$ cat src/rtl/mem_lsu_if.sv
// Data-memory bus between the load/store unit (master) and the memory (slave).
// Request/grant handshake followed by a separate response/acknowledge strobe.
interface mem_lsu_if;
  logic        dmem_req;
  logic        dmem_we;
  logic [31:0] dmem_addr;
  logic [3:0]  dmem_wstrb;
  logic [31:0] dmem_wdata;
  logic        dmem_gnt;
  logic        dmem_rvalid;
  logic [31:0] dmem_rdata;

  modport master (
    output dmem_req, dmem_we, dmem_addr, dmem_wstrb, dmem_wdata,
    input  dmem_gnt, dmem_rvalid, dmem_rdata
  );

  modport slave (
    input  dmem_req, dmem_we, dmem_addr, dmem_wstrb, dmem_wdata,
    output dmem_gnt, dmem_rvalid, dmem_rdata
  );
endinterface

$ cat src/rtl/mem_lsu.sv
// MEM-stage load/store unit: issues one bus transaction per load/store, stalls the
// pipeline until the response, aligns/extends load data, flags misalignment and timeouts.
module mem_lsu #(
  parameter int unsigned TIMEOUT = 255
) (
  input  logic        clk,
  input  logic        reset,
  input  logic        mem_valid,
  input  logic        mem_read,
  input  logic        mem_write,
  input  logic [2:0]  mem_funct3,
  input  logic [31:0] mem_addr,
  input  logic [31:0] mem_wdata,
  output logic        mem_stall,
  output logic [31:0] read_data,
  output logic        lsu_misaligned,
  output logic        lsu_bus_error,
  mem_lsu_if.master   dmem
);
  typedef enum logic [1:0] {IDLE, REQ, RESP, DONE} state_t;

  localparam logic [8:0] TIMEOUT_LIM = 9'(TIMEOUT);

  state_t      state_reg, state_next;
  logic [7:0]  cnt_reg, cnt_next;
  logic        err_reg, err_next;
  logic [31:0] read_data_reg, read_data_next;
  logic [31:0] addr_reg, wdata_reg;
  logic [3:0]  wstrb_reg;
  logic        we_reg;
  logic [2:0]  funct3_reg;
  logic [1:0]  off_reg;

  logic        start, fault, load_regs, timeout_hit;
  logic [3:0]  lane_wstrb;
  logic [31:0] lane_wdata, shifted, aligned;

  assign start = mem_valid & (mem_read | mem_write);

  // mem_read wins when both are set, so "store" means not a load
  assign fault = ((mem_funct3[1:0] == 2'b01) & mem_addr[0])
               | ((mem_funct3[1:0] == 2'b10) & (mem_addr[1:0] != 2'b00))
               | (mem_read & ((mem_funct3 == 3'b011) | (mem_funct3[2:1] == 2'b11)))
               | (~mem_read & (mem_funct3 > 3'b010));

  always_comb begin
    lane_wdata = mem_wdata;
    lane_wstrb = 4'b1111;
    case (mem_funct3[1:0])
      2'b00: begin
        lane_wdata = {4{mem_wdata[7:0]}};
        lane_wstrb = 4'b0001 << mem_addr[1:0];
      end
      2'b01: begin
        lane_wdata = {2{mem_wdata[15:0]}};
        lane_wstrb = 4'b0011 << mem_addr[1:0];
      end
      default: ;
    endcase
    if (mem_read) lane_wstrb = 4'b0000;
  end

  assign shifted = dmem.dmem_rdata >> {off_reg, 3'b000};

  always_comb begin
    case (funct3_reg)
      3'b000:  aligned = {{24{shifted[7]}}, shifted[7:0]};
      3'b001:  aligned = {{16{shifted[15]}}, shifted[15:0]};
      3'b100:  aligned = {24'd0, shifted[7:0]};
      3'b101:  aligned = {16'd0, shifted[15:0]};
      default: aligned = shifted;
    endcase
  end

  // The cycle being evaluated is the (cnt_reg+1)-th cycle spent in REQ+RESP
  assign timeout_hit = ({1'b0, cnt_reg} + 9'd1) >= TIMEOUT_LIM;

  always_comb begin
    state_next     = state_reg;
    cnt_next       = cnt_reg;
    err_next       = err_reg;
    read_data_next = read_data_reg;
    load_regs      = 1'b0;
    mem_stall      = 1'b0;
    lsu_misaligned = 1'b0;
    case (state_reg)
      IDLE: begin
        if (start) begin
          if (fault) begin
            lsu_misaligned = 1'b1;
            read_data_next = 32'd0;
          end else begin
            mem_stall  = 1'b1;
            load_regs  = 1'b1;
            cnt_next   = 8'd0;
            err_next   = 1'b0;
            state_next = REQ;
          end
        end
      end
      REQ: begin
        mem_stall = 1'b1;
        cnt_next  = cnt_reg + 8'd1;
        if (dmem.dmem_gnt) begin
          state_next = RESP;
        end else if (timeout_hit) begin
          state_next     = DONE;
          err_next       = 1'b1;
          read_data_next = 32'd0;
        end
      end
      RESP: begin
        mem_stall = 1'b1;
        cnt_next  = cnt_reg + 8'd1;
        if (dmem.dmem_rvalid) begin
          state_next     = DONE;
          read_data_next = we_reg ? 32'd0 : aligned;
        end else if (timeout_hit) begin
          state_next     = DONE;
          err_next       = 1'b1;
          read_data_next = 32'd0;
        end
      end
      DONE: state_next = IDLE;
      default: state_next = IDLE;
    endcase
  end

  always_ff @(posedge clk or negedge reset) begin
    if (!reset) begin
      state_reg     <= IDLE;
      cnt_reg       <= 8'd0;
      err_reg       <= 1'b0;
      read_data_reg <= 32'd0;
      addr_reg      <= 32'd0;
      wdata_reg     <= 32'd0;
      wstrb_reg     <= 4'd0;
      we_reg        <= 1'b0;
      funct3_reg    <= 3'd0;
      off_reg       <= 2'd0;
    end else begin
      state_reg     <= state_next;
      cnt_reg       <= cnt_next;
      err_reg       <= err_next;
      read_data_reg <= read_data_next;
      if (load_regs) begin
        addr_reg   <= {mem_addr[31:2], 2'b00};
        wdata_reg  <= lane_wdata;
        wstrb_reg  <= lane_wstrb;
        we_reg     <= ~mem_read;
        funct3_reg <= mem_funct3;
        off_reg    <= mem_addr[1:0];
      end
    end
  end

  assign read_data       = read_data_reg;
  assign lsu_bus_error   = (state_reg == DONE) & err_reg;
  assign dmem.dmem_req   = (state_reg == REQ);
  assign dmem.dmem_we    = we_reg;
  assign dmem.dmem_addr  = addr_reg;
  assign dmem.dmem_wstrb = wstrb_reg;
  assign dmem.dmem_wdata = wdata_reg;
endmodule

$ cat src/flat_wrapper.sv
// flat-port wrapper written by rule: the top's interface ports become plain ports
module mem_lsu_flat 
#(
  parameter int unsigned TIMEOUT = 255
)
  (clk, reset, mem_valid, mem_read, mem_write, mem_funct3, mem_addr, mem_wdata, mem_stall, read_data, lsu_misaligned, lsu_bus_error, dmem_dmem_req, dmem_dmem_we, dmem_dmem_addr, dmem_dmem_wstrb, dmem_dmem_wdata, dmem_dmem_gnt, dmem_dmem_rvalid, dmem_dmem_rdata);
  mem_lsu_if dmem_i ();
  input  logic clk;
  input  logic reset;
  input  logic mem_valid;
  input  logic mem_read;
  input  logic mem_write;
  input  logic [2:0] mem_funct3;
  input  logic [31:0] mem_addr;
  input  logic [31:0] mem_wdata;
  output logic mem_stall;
  output logic [31:0] read_data;
  output logic lsu_misaligned;
  output logic lsu_bus_error;
  output wire logic [$bits(dmem_i.dmem_req)-1:0] dmem_dmem_req;
  output wire logic [$bits(dmem_i.dmem_we)-1:0] dmem_dmem_we;
  output wire logic [$bits(dmem_i.dmem_addr)-1:0] dmem_dmem_addr;
  output wire logic [$bits(dmem_i.dmem_wstrb)-1:0] dmem_dmem_wstrb;
  output wire logic [$bits(dmem_i.dmem_wdata)-1:0] dmem_dmem_wdata;
  input wire logic [$bits(dmem_i.dmem_gnt)-1:0] dmem_dmem_gnt;
  input wire logic [$bits(dmem_i.dmem_rvalid)-1:0] dmem_dmem_rvalid;
  input wire logic [$bits(dmem_i.dmem_rdata)-1:0] dmem_dmem_rdata;
  assign dmem_dmem_req = dmem_i.dmem_req;
  assign dmem_dmem_we = dmem_i.dmem_we;
  assign dmem_dmem_addr = dmem_i.dmem_addr;
  assign dmem_dmem_wstrb = dmem_i.dmem_wstrb;
  assign dmem_dmem_wdata = dmem_i.dmem_wdata;
  assign dmem_i.dmem_gnt = dmem_dmem_gnt;
  assign dmem_i.dmem_rvalid = dmem_dmem_rvalid;
  assign dmem_i.dmem_rdata = dmem_dmem_rdata;
  mem_lsu #(.TIMEOUT(TIMEOUT)) u_core (.clk(clk), .reset(reset), .mem_valid(mem_valid), .mem_read(mem_read), .mem_write(mem_write), .mem_funct3(mem_funct3), .mem_addr(mem_addr), .mem_wdata(mem_wdata), .mem_stall(mem_stall), .read_data(read_data), .lsu_misaligned(lsu_misaligned), .lsu_bus_error(lsu_bus_error), .dmem(dmem_i));
endmodule
$ cat config.mk
export PLATFORM = sky130hd
export DESIGN_NAME = mem_lsu_flat
export DESIGN_NICKNAME = d
export VERILOG_FILES = /design/src/rtl/mem_lsu_if.sv /design/src/rtl/mem_lsu.sv /design/src/flat_wrapper.sv
export SDC_FILE = /design/constraint.sdc
export NUM_CORES = 1
export LEC_CHECK = 0
export CORE_MARGIN = 8
export CORE_UTILIZATION = 35
export CTS_CLUSTER_DIAMETER = 100
export DETAILED_ROUTE_END_ITERATION = 16
export MAX_ROUTING_LAYER = met4
export PLACE_DENSITY = 0.73
export RECOVER_POWER = 100
export SLEW_MARGIN = 20
export SYNTH_ARGS = -nofsm -noshare
export SYNTH_HDL_FRONTEND = slang
export SYNTH_SLANG_ARGS = --single-unit
$ cat constraint.sdc
create_clock -name clk -period 3.25 [get_ports clk]
set_clock_uncertainty 0.2 [all_clocks]
set_input_delay 0.8125 -clock clk [delete_from_list [all_inputs] [get_ports clk]]
set_output_delay 0.8125 -clock clk [all_outputs]
set_load 0.02 [all_outputs]
==> metrics.md, run 1 <==
| Metric | Value |
|---|---|
| Status | complete, but fails checks |
| Failing checks | max-capacitance violations |
| Initial core utilization | 0.356 |
| Final setup fails | 0 |
| Register area share after synthesis | 0.471 |
| GPL Wtd Cong | between 0.8 and 0.9 |
| Rows | 48 |
| Slew of the pin with the lowest slew margin | approximately 1.5 ns |
| Clk slew on worst S/H paths | 0.05 ns |
| Nets@finish | around 1,000 |
| CTS Buf Count | 17 |
| Achievable clock frequency | 0.321 GHz |
| CP Class | primary input to primary output |
| First-pass GRT wire length | about 33,000 um |
| Syn Area/Cell | ~9 um2 |
| DRT Pass-1 Iters | 4 |
| CP peak stage delay | ~0.32 ns |
| Hold path cells | 2 |
| Slowest library cell on the worst path | nor4_2 |
| Pwr dens | between 800 and 900 nW/um2 |
| Detailed Route Iter0 Violations | 489 |
| CP bufs+invs | 2 |
| Maximum VDD drop | 0.000406 V |
| Leak Pwr | about 4.3 nW |
| EDFF count, synth | 0 |
| Setup ws final | about 0.13 ns |
| CP Capture Type | primary output |
| Clk_lat worst skew | slightly above 0.4 ns |
| Die area | around 22,000 um2 |
| Tcrit/Tclk final | 0.959 |
| Top delay family on crit path | simple AND/OR/NAND/NOR gates |
| DR DRC count | 0 |
| H-tree levels | 4 |
| Boundary pin count | around 210 |
| Hold WS | 0.264 ns |
| Die Span Y | 148 um |
| Vias in the first global route | 6,058 |
| Fraction of layout cells with a size suffix above 1 | 0.0951 |
| Max-Cap Viols | 1 |
| Post-synthesis cell type count | 58 |
| Crit path depth | 6 |
| Hold Violations, Final | 0 |
| Headroom to the max-slew limit | 0.00138 |
| Core area | 17,200 um2 |
| Fill count | 1,620 |
| Warnings, synthesis | 0 |
| Routed len/inst | around 18 um |
| Ys async rst share | 1.00 |
| Synth Cell Area | between 6000 and 7000 um2 |
| Worst path cell trace | dlygate4sd2_1 -> nor4_2 -> a21oi_2 -> or2_4 -> a21oi_1 -> buf_6 |
| Total Wirelength | 20,800 um |
| Crit path arrival time | 2.10 ns |
| Clk root buf | clkbuf_16 |
| DPL Wire Length | 15,300 um |
| Initial antenna violation count | 0 |
| Primary FF master, synth | dfrtp_1 |
| GRT Util Overall | 0.197 |
| Dpl cells | 1,118 |
| Antenna diode count | 0 |
| Final min period | approximately 3.1 ns |
| Vias/cell | between 5 and 6 |
| Die W | approximately 150 um |
| Crit Path Max Fanout | 2 |
| Final Max Tran Viols | 0 |
| Maximum buffer depth of the clock tree | 2 |
| Pre-CTS WS | -0.583 ns |
| RSZ-0062 raised after global routing | false |
| Total power | between 8 and 9 mW |
| Worst Path Required | between 2 and 2.5 ns |
| Largest net degree at the start of global routing | 100 |
| CTS tree | yes |
| Syn Inst Count | 699 |
| Antenna-violating nets left | 0 |
| Area Overhead vs Synth | 48.8% |
| Clock sinks | 115 |
| Total grt overflow | 0 |
| R2R cell count | 8 |
| CP Launch Type | primary input |
| DR vias | ~5,900 |
| Port Buffer Count | 208 |
| Fin cells | around 1,200 |
| Yosys reg bits | 115 |
| HP Class | flop to flop |
-- layout by cell type, fill, tap and decap left out, types with 10 or more instances in the layout --
cell / synthesis / routed
a21oi_1: 42 / 41
a31oi_1: 9 / 10
buf_4: 2 / 22
clkbuf_16: 0 / 17
clkdlybuf4s50_1: 0 / 98
dfrtp_1: 115 / 115
dlygate4sd3_1: 0 / 102
inv_1: 24 / 24
mux2_2: 15 / 15
mux2i_1: 33 / 33
nand2_1: 215 / 215
nor2_1: 21 / 20
o21ai_0: 51 / 51
o22ai_1: 16 / 16
-- cell type report --
class / count / area [um2] / share of cell area
Clock buffer: 17 / 425 / 0.0468
Timing Repair Buffer: 237 / 2280 / 0.251
Multi-Input combinational cell: 518 / 2970 / 0.327
Sequential cell: 115 / 2880 / 0.316
Clock inverter: 14 / 165 / 0.0182
Inverter: 24 / 90.1 / 0.00991
Tap cell: 225 / 282 / 0.0310
-- what timing repair did --
action / in CTS / in global routing
setup buffers: 1 / 0
hold buffers: 0 / 0
gates resized for setup: 14 / 4
endpoints found under the setup margin: 2 / 2
pin swaps: 3 / 1
-- through the flow --
step | util | instance area (um2) | TNS (ns)
after global routing | 0.530 | 9090 | 0
after detailed placement | 0.498 | 8550 | -2.03
after CTS | 0.532 | 9150 | 0
final | 0.530 | 9090 | 0
after global placement | 0.498 | 8550 | -1.10
after floorplan | - | 6120 | 0
-- worst reg2reg max path: stages, from the launching register on --
cell and delay, ns:
dfrtp_1 0.46, inv_1 0.07, ha_1 0.29, nor2_1 0.05
o2111ai_1 0.17, o21ai_0 0.17, a21o_1 0.26, nor2_1 0.83
a311o_1 0.31
-- path summary, 6_finish.rpt --
| path | start | to | slack (ns) |
|---|---|---|---|
| max reg2reg | u_core.cnt_reg[0] | u_core.read_data[16] | 0.37 |
| min reg2reg | u_core.dmem.dmem_wstrb[1] | u_core.dmem.dmem_wstrb[1] | 0.26 |
| min | u_core.dmem.dmem_wstrb[1] | u_core.dmem.dmem_wstrb[1] | 0.26 |
| min in group asynchronous | reset | u_core.dmem.dmem_wdata[9] | 0.55 |
| max in group asynchronous | reset | u_core.read_data[26] | 0.56 |
| max | mem_funct3[2] | mem_stall | 0.13 |
-- cells in the mapped netlist (4+ instances only) --
cell type / count / area share
a311o_1: 6 / 0.0098
dfrtp_1: 115 / 0.47
a31oi_1: 9 / 0.0092
nand3_1: 7 / 0.0057
nor2_1: 21 / 0.013
a221oi_1: 6 / 0.0086
a21boi_0: 7 / 0.0086
nor2b_1: 6 / 0.0061
o22ai_1: 16 / 0.016
mux2_2: 15 / 0.028
o211ai_1: 9 / 0.011
nand2_1: 215 / 0.13
a221o_1: 7 / 0.011
o31ai_1: 5 / 0.0061
inv_1: 24 / 0.015
a21oi_1: 42 / 0.034
o21ai_0: 51 / 0.042
mux2i_1: 33 / 0.054
clkbuf_1: 26 / 0.016
buf_2: 10 / 0.0082
buf_1: 4 / 0.0025
ha_1: 8 / 0.016
and2_1: 8 / 0.0082
-- power breakdown --
group          total, mW  internal [mW]  leakage, nW  switching, mW
Sequential          2.34           1.96         1.49          0.374
Clock               1.89           1.20        0.288          0.690
Combinational       3.80           1.53         2.52           2.27
-- metal layers --
layer | vias up | part of all wire | track usage
met2 | 236 | 0.47 | 0.304
met1 | 2806 | 0.44 | 0.245
met5 | - | 0 | -
met3 | 11 | 0.087 | 0.0699
li1 | 2861 | - | -
met4 | 0 | 0.0068 | 0.0454
-- logic make-up (layout without fill, tap and decap cells) --
logic type | count (synthesis) | in the layout | synth area share
buffers and inverters | 67 | 292 | 0.0457
DFF | 115 | 115 | 0.471
adders and majority gates | 8 | 8 | 0.0164
and+or+nand+nor | 276 | 276 | 0.187
other | 1 | 2 | 0.000614
AOI/OAI and AO/OA | 183 | 183 | 0.195
muxes | 49 | 49 | 0.0854
No activity file was read; power rests on OpenSTA's default activity.
==> inputs of run 2 (changes only) <==
--- a/config.mk
+++ b/config.mk
@@ -7,6 +7,7 @@
 export LEC_CHECK = 0
 export CORE_MARGIN = 8
 export CORE_UTILIZATION = 35
+export CTS_BUF_LIST = sky130_fd_sc_hd__clkbuf_4 sky130_fd_sc_hd__clkbuf_8
 export CTS_CLUSTER_DIAMETER = 100
 export DETAILED_ROUTE_END_ITERATION = 16
 export MAX_ROUTING_LAYER = met4
==> metrics.md, run 2 (same netlist as run 1, synthesis figures left out) <==
| Metric | Value |
|---|---|
| Maximum VDD drop | a little over 0.0004 V |
| Leak Pwr | roughly 4.2 nW |
| Detailed Route Iter0 Violations | about 450 |
| Die W | between 100 and 150 um |
| Fin util | 0.518 |
| Slowest library cell on the worst path | clkdlybuf4s50_1 |
| Setup ws final | roughly 0.13 ns |
| Hold WS | 0.267 ns |
| CP Launch Type | primary input |
| Port Buffer Count | ~210 |
| CP Class | primary input to primary output |
| CTS tree | yes |
| Headroom to the max-slew limit | -0.0252 |
| Pwr dens | about 840 nW/um2 |
| Max-Cap Viols | 1 |
| Routed len/inst | between 15 and 20 um |
| Status | complete, but fails checks |
| DR vias | roughly 5,900 |
| Total power | around 7.5 mW |
| DR DRC count | 0 |
| Most frequent cells in the layout | 215 x nand2_1, 115 x dfrtp_1, 102 x dlygate4sd3_1 |
| Fraction of layout cells with a size suffix above 1 | 0.0951 |
| Boundary pin count | approximately 210 |
| CTS Buf Count | 17 |
| Final setup fails | 0 |
| Hold Startpoint | u_core.dmem.dmem_wstrb[1] |
| Reg-to-reg slack, setup | 0.33 ns |
| Crit Path Max Fanout | 2 |
| Slew of the pin with the lowest slew margin | around 1.5 ns |
| Total Wirelength | ~21,000 um |
| Tcrit/Tclk final | 0.959 |
| Core area | around 17,000 um2 |
| R2R cell count | 8 |
| Crit path arrival time | around 2.1 ns |
| Reg2reg end | u_core.read_data[16] |
| Failing checks | max-capacitance violations, max-slew violations |
| Met1 GRT Util | 0.244 |
| CTS Hold Bufs | 0 |
| Worst path cell trace | clkdlybuf4s50_1 -> o21a_1 -> nand2_1 -> or2_4 -> a21oi_1 -> buf_6 |
| GRT Util Overall | 0.196 |
| DRT Pass-1 Iters | 4 |
| Met2 usage | 0.300 |
| Achievable clock frequency | 0.321 GHz |
| Total grt overflow | 0 |
| Clk slew on worst S/H paths | approximately 0.070 ns |
| Die area | approximately 22,000 um2 |
| Final Max Tran Viols | 27 |
| DP Area | approximately 8500 um2 |
| CP Capture Type | primary output |
| Hold path cells | 2 |
| DPL Wire Length | 15,300 um |
| Antenna-violating nets left | 0 |
| Antenna diode count | 0 |
| Vias/cell | between 5 and 6 |
| H-tree levels | 4 |
| Area Overhead vs Synth | 45.7% |
| Nets@finish | about 1,000 |
| Worst Path Required | between 2 and 2.5 ns |
| Most common cell after layout, fill and taps aside | nand2_1 |
| Rows | 48 |
| Pre-CTS WS | -0.583 ns |
| Initial core utilization | 0.356 |
| Vias in the first global route | between 6,000 and 7,000 |
| Maximum buffer depth of the clock tree | 2 |
| GPL Wtd Cong | just over 0.8 |
| Worst hold endpoint | u_core.dmem.dmem_wstrb[1] |
| Initial antenna violation count | 0 |
| Largest net degree at the start of global routing | 100 |
| Final min period | about 3.1 ns |
| First-pass GRT wire length | about 33,000 um |
| Reg-to-reg critical path startpoint | u_core.cnt_reg[0] |
| Clk_lat worst skew | 0.44 ns |
| HP Class | flop to flop |
| Hold Violations, Final | 0 |
| Most used routing layer | met2 |
| Clock sinks | approximately 120 |
| Clk root buf | clkbuf_8 |
| RSZ-0062 raised after global routing | false |
| Die Span Y | 148 um |
| Fin area | roughly 8900 um2 |
| CP peak stage delay | between 0.4 and 0.5 ns |
| GR Layer Usage met3 | 0.0635 |
==> run 2: cell counts in the layout (fill, tap and decap cells not counted) <==
Identical to the previous run, type by type.
==> run 2: worst max-delay path by stage <==
stage,from,to,slack [ns],cells after the start
6_report,mem_write,mem_stall,0.13,6
5_1_grt,mem_write,mem_stall,0.07,6
4_1_cts,mem_funct3[0],mem_stall,0.02,6
3_5_place_dp,mem_addr[0],mem_stall,-0.58,6
3_3_place_gp,mem_addr[0],mem_stall,-0.55,6
2_1_floorplan,mem_funct3[0],mem_stall,0.07,6
==> run 2: per-layer routing <==
| layer | part of all wire | vias to the layer above |
|---|---|---|
| met1 | 0.44 | 2783 |
| met2 | 0.46 | 205 |
| li1 | - | 2851 |
| met4 | 0.011 | 0 |
| met5 | 0 | - |
| met3 | 0.085 | 18 |
==> run 2: stage by stage <==
stage,setup TNS [ns],std cells
after floorplan,0,700
after global placement,-1.10,1118
after detailed placement,-2.03,1118
after CTS,0,1150
after global routing,0,1150
final,0,1150
==> run 2: final cells by class <==
| class | instances | area, um2 |
|---|---|---|
| Fill cell | 1638 | 8270 |
| Sequential cell | 115 | 2880 |
| Inverter | 24 | 90.1 |
| Timing Repair Buffer | 237 | 2280 |
| Tap cell | 225 | 282 |
| Clock buffer | 17 | 234 |
| Multi-Input combinational cell | 518 | 2970 |
| Clock inverter | 14 | 165 |
==> run 2: what timing repair did <==
| action | in CTS | in global routing |
|---|---|---|
| gates cloned | 0 | 0 |
| setup buffers | 1 | 0 |
| gates resized for setup | 14 | 4 |
| endpoints found under the setup margin | 2 | 2 |
| pin swaps | 3 | 1 |
==> run 2: report_power, final <==
part,internal [mW],leakage (nW),switching (mW)
Combinational,1.53,2.52,2.26
Sequential,1.96,1.49,0.372
Clock,0.749,0.201,0.635
==> run 2: worst max-delay path, delay by kind of cell <==
| family | cells | cell delay [ns] |
|---|---|---|
| simple gates | 2 | 0.36 |
| buf+inv | 2 | 0.61 |
| compound gates | 2 | 0.31 |
==> inputs of run 3 (changes only) <==
--- a/config.mk
+++ b/config.mk
@@ -5,7 +5,7 @@
 export SDC_FILE = /design/constraint.sdc
 export NUM_CORES = 1
 export LEC_CHECK = 0
-export CORE_MARGIN = 8
+export CORE_MARGIN = 4
 export CORE_UTILIZATION = 35
 export CTS_BUF_LIST = sky130_fd_sc_hd__clkbuf_4 sky130_fd_sc_hd__clkbuf_8
 export CTS_CLUSTER_DIAMETER = 100
==> metrics.md, run 3 (same netlist as run 1, synthesis figures left out) <==
| Metric | Value |
|---|---|
| Rows | 48 |
| Most common cell after layout, fill and taps aside | nand2_1 |
| Most frequent cells in the layout | 215 x nand2_1, 115 x dfrtp_1, 101 x dlygate4sd3_1 |
| Final min period | 3.16 ns |
| H-tree levels | 4 |
| CP Launch Type | primary input |
| Total Wirelength | around 19,000 um |
| Boundary pin count | roughly 210 |
| Total grt overflow | 0 |
| CTS Buf Count | 17 |
| RSZ-0062 raised after global routing | false |
| Total power | roughly 7.6 mW |
| Setup ws final | 0.0924 ns |
| Maximum buffer depth of the clock tree | 2 |
| Pwr dens | 848 nW/um2 |
| Leak Pwr | between 4 and 5 nW |
| GRT Util Overall | 0.204 |
| Area Overhead vs Synth | 46.6% |
| Clk root buf | clkbuf_8 |
| Clock sinks | between 100 and 150 |
| Antenna diode count | 0 |
| Port Buffer Count | approximately 210 |
| Crit path arrival time | between 2 and 2.5 ns |
| DPL Wire Length | approximately 14,000 um |
| Initial core utilization | 0.356 |
| Worst path cell trace | clkdlybuf4s50_1 -> nor4_2 -> a21oi_2 -> or2_4 -> a21oi_2 -> buf_6 |
| Final Max Tran Viols | 0 |
| Vias/cell | 5.02 |
| Antenna-violating nets left | 0 |
| DR DRC count | 0 |
| Detailed Route Iter0 Violations | 330 |
| Worst Path Required | 2.24 ns |
| Achievable clock frequency | approximately 0.32 GHz |
| Headroom to the max-slew limit | 0.106 |
| GPL Wtd Cong | 0.892 |
| DP Area | roughly 8500 um2 |
| CP peak stage delay | 0.49 ns |
| Largest net degree at the start of global routing | 100 |
| Die Span Y | between 100 and 150 um |
| Final setup fails | 0 |
| Slowest library cell on the worst path | clkdlybuf4s50_1 |
| Nets@finish | 1,027 |
| Crit Path Max Fanout | 2 |
| Most used cell, CP | a21oi_2 |
| Routed len/inst | ~17 um |
| Max-Cap Viols | 0 |
| Vias in the first global route | around 5,800 |
| Tcrit/Tclk final | 0.972 |
| CP Class | primary input to primary output |
| Pre-CTS WS | -0.520 ns |
| CTS tree | yes |
| Die area | just under 20,000 um2 |
| First-pass GRT wire length | between 30,000 and 40,000 um |
| DRT Pass-1 Iters | 5 |
| Hold Violations, Final | 0 |
| CTS Hold Bufs | 0 |
| Die W | around 140 um |
| DR vias | 5,779 |
| Clk_lat worst skew | 0.43 ns |
| Initial antenna violation count | 0 |
| Clk slew on worst S/H paths | approximately 0.080 ns |
| Fin area | 8960 um2 |
| Status | finished, final reports clean |
| Core area | about 17,000 um2 |
| Fraction of layout cells with a size suffix above 1 | 0.0950 |
| CP Capture Type | primary output |
| HP Class | flop to flop |
| Slew of the pin with the lowest slew margin | 1.34 ns |
| Maximum VDD drop | around 0.00050 V |
run 3: changes by cell type in the layout (fill, tap and decap cells not counted), sizes merged, moves of 2 or more:
cell,previous run,this run
clkinv,9,4
clkbuf,25,28
buf,24,22
clkdlybuf4s50,98,100
clkinvlp,2,4
inv,24,26
run 3: worst max-delay path: cells and delay by family:
family | cells | cell delay, ns
AOI/OAI and AO/OA | 2 | 0.23
and+or+nand+nor | 2 | 0.47
buffers and inverters | 2 | 0.62
run 3: power by group:
group / leakage, nW / internal [mW] / switching [mW]
clock: 0.212 / 0.864 / 0.647
combinational: 2.51 / 1.53 / 2.23
sequential: 1.49 / 1.96 / 0.367
total: 4.21 / 4.35 / 3.25
run 3: layer usage:
metal  vias up  global-route usage  wire length, um  part of all wire
li1       2860                   -                -                 -
met1      2669               0.257             8550              0.44
met2       221               0.313             8950              0.46
met3        29              0.0656             1520             0.078
met4         0              0.0663              429             0.022
met5         -                   -                0                 0
run 3: path summary, 6_finish.rpt:
| path | slack, ns | from | cells after the start | endpoint |
|---|---|---|---|---|
| max in group asynchronous | 0.48 | reset | 2 | u_core.dmem.dmem_addr[5] |
| max | 0.09 | mem_addr[1] | 6 | mem_stall |
| min | 0.27 | u_core.dmem.dmem_addr[14] | 2 | u_core.dmem.dmem_addr[14] |
| min reg2reg | 0.27 | u_core.dmem.dmem_addr[14] | 2 | u_core.dmem.dmem_addr[14] |
| min in group asynchronous | 0.41 | reset | 1 | u_core.dmem.dmem_wdata[5] |
| max reg2reg | 0.39 | u_core.cnt_reg[0] | 8 | u_core.read_data[21] |
run 3: area by class of cell:
cell class	count	area [um2]
fillers	1632	8220
multi-input cells	518	2970
flip-flops and latches	115	2880
repair buffers	237	2290
well taps	225	282
clock buffers	18	248
clock inverters	14	203
inverters	24	90.1
run 3: through the flow:
step / std cells / TNS [ns] / hold WS [ns] / util
finish: 1151 / 0 / 0.269 / 0.522
global route: 1151 / 0 / 0.292 / 0.522
CTS: 1151 / 0 / 0.0320 / 0.524
detailed placement: 1118 / -2.03 / 0.262 / 0.498
global placement: 1118 / -0.981 / 0.257 / 0.498
floorplan: 700 / 0 / 0.252 / -
run 3: timing repair:
item	in CTS	in global routing
endpoints found under the hold margin	0	0
resized for setup	10	7
pin swaps	2	2
setup endpoints to repair	2	2
buffers inserted	1	0
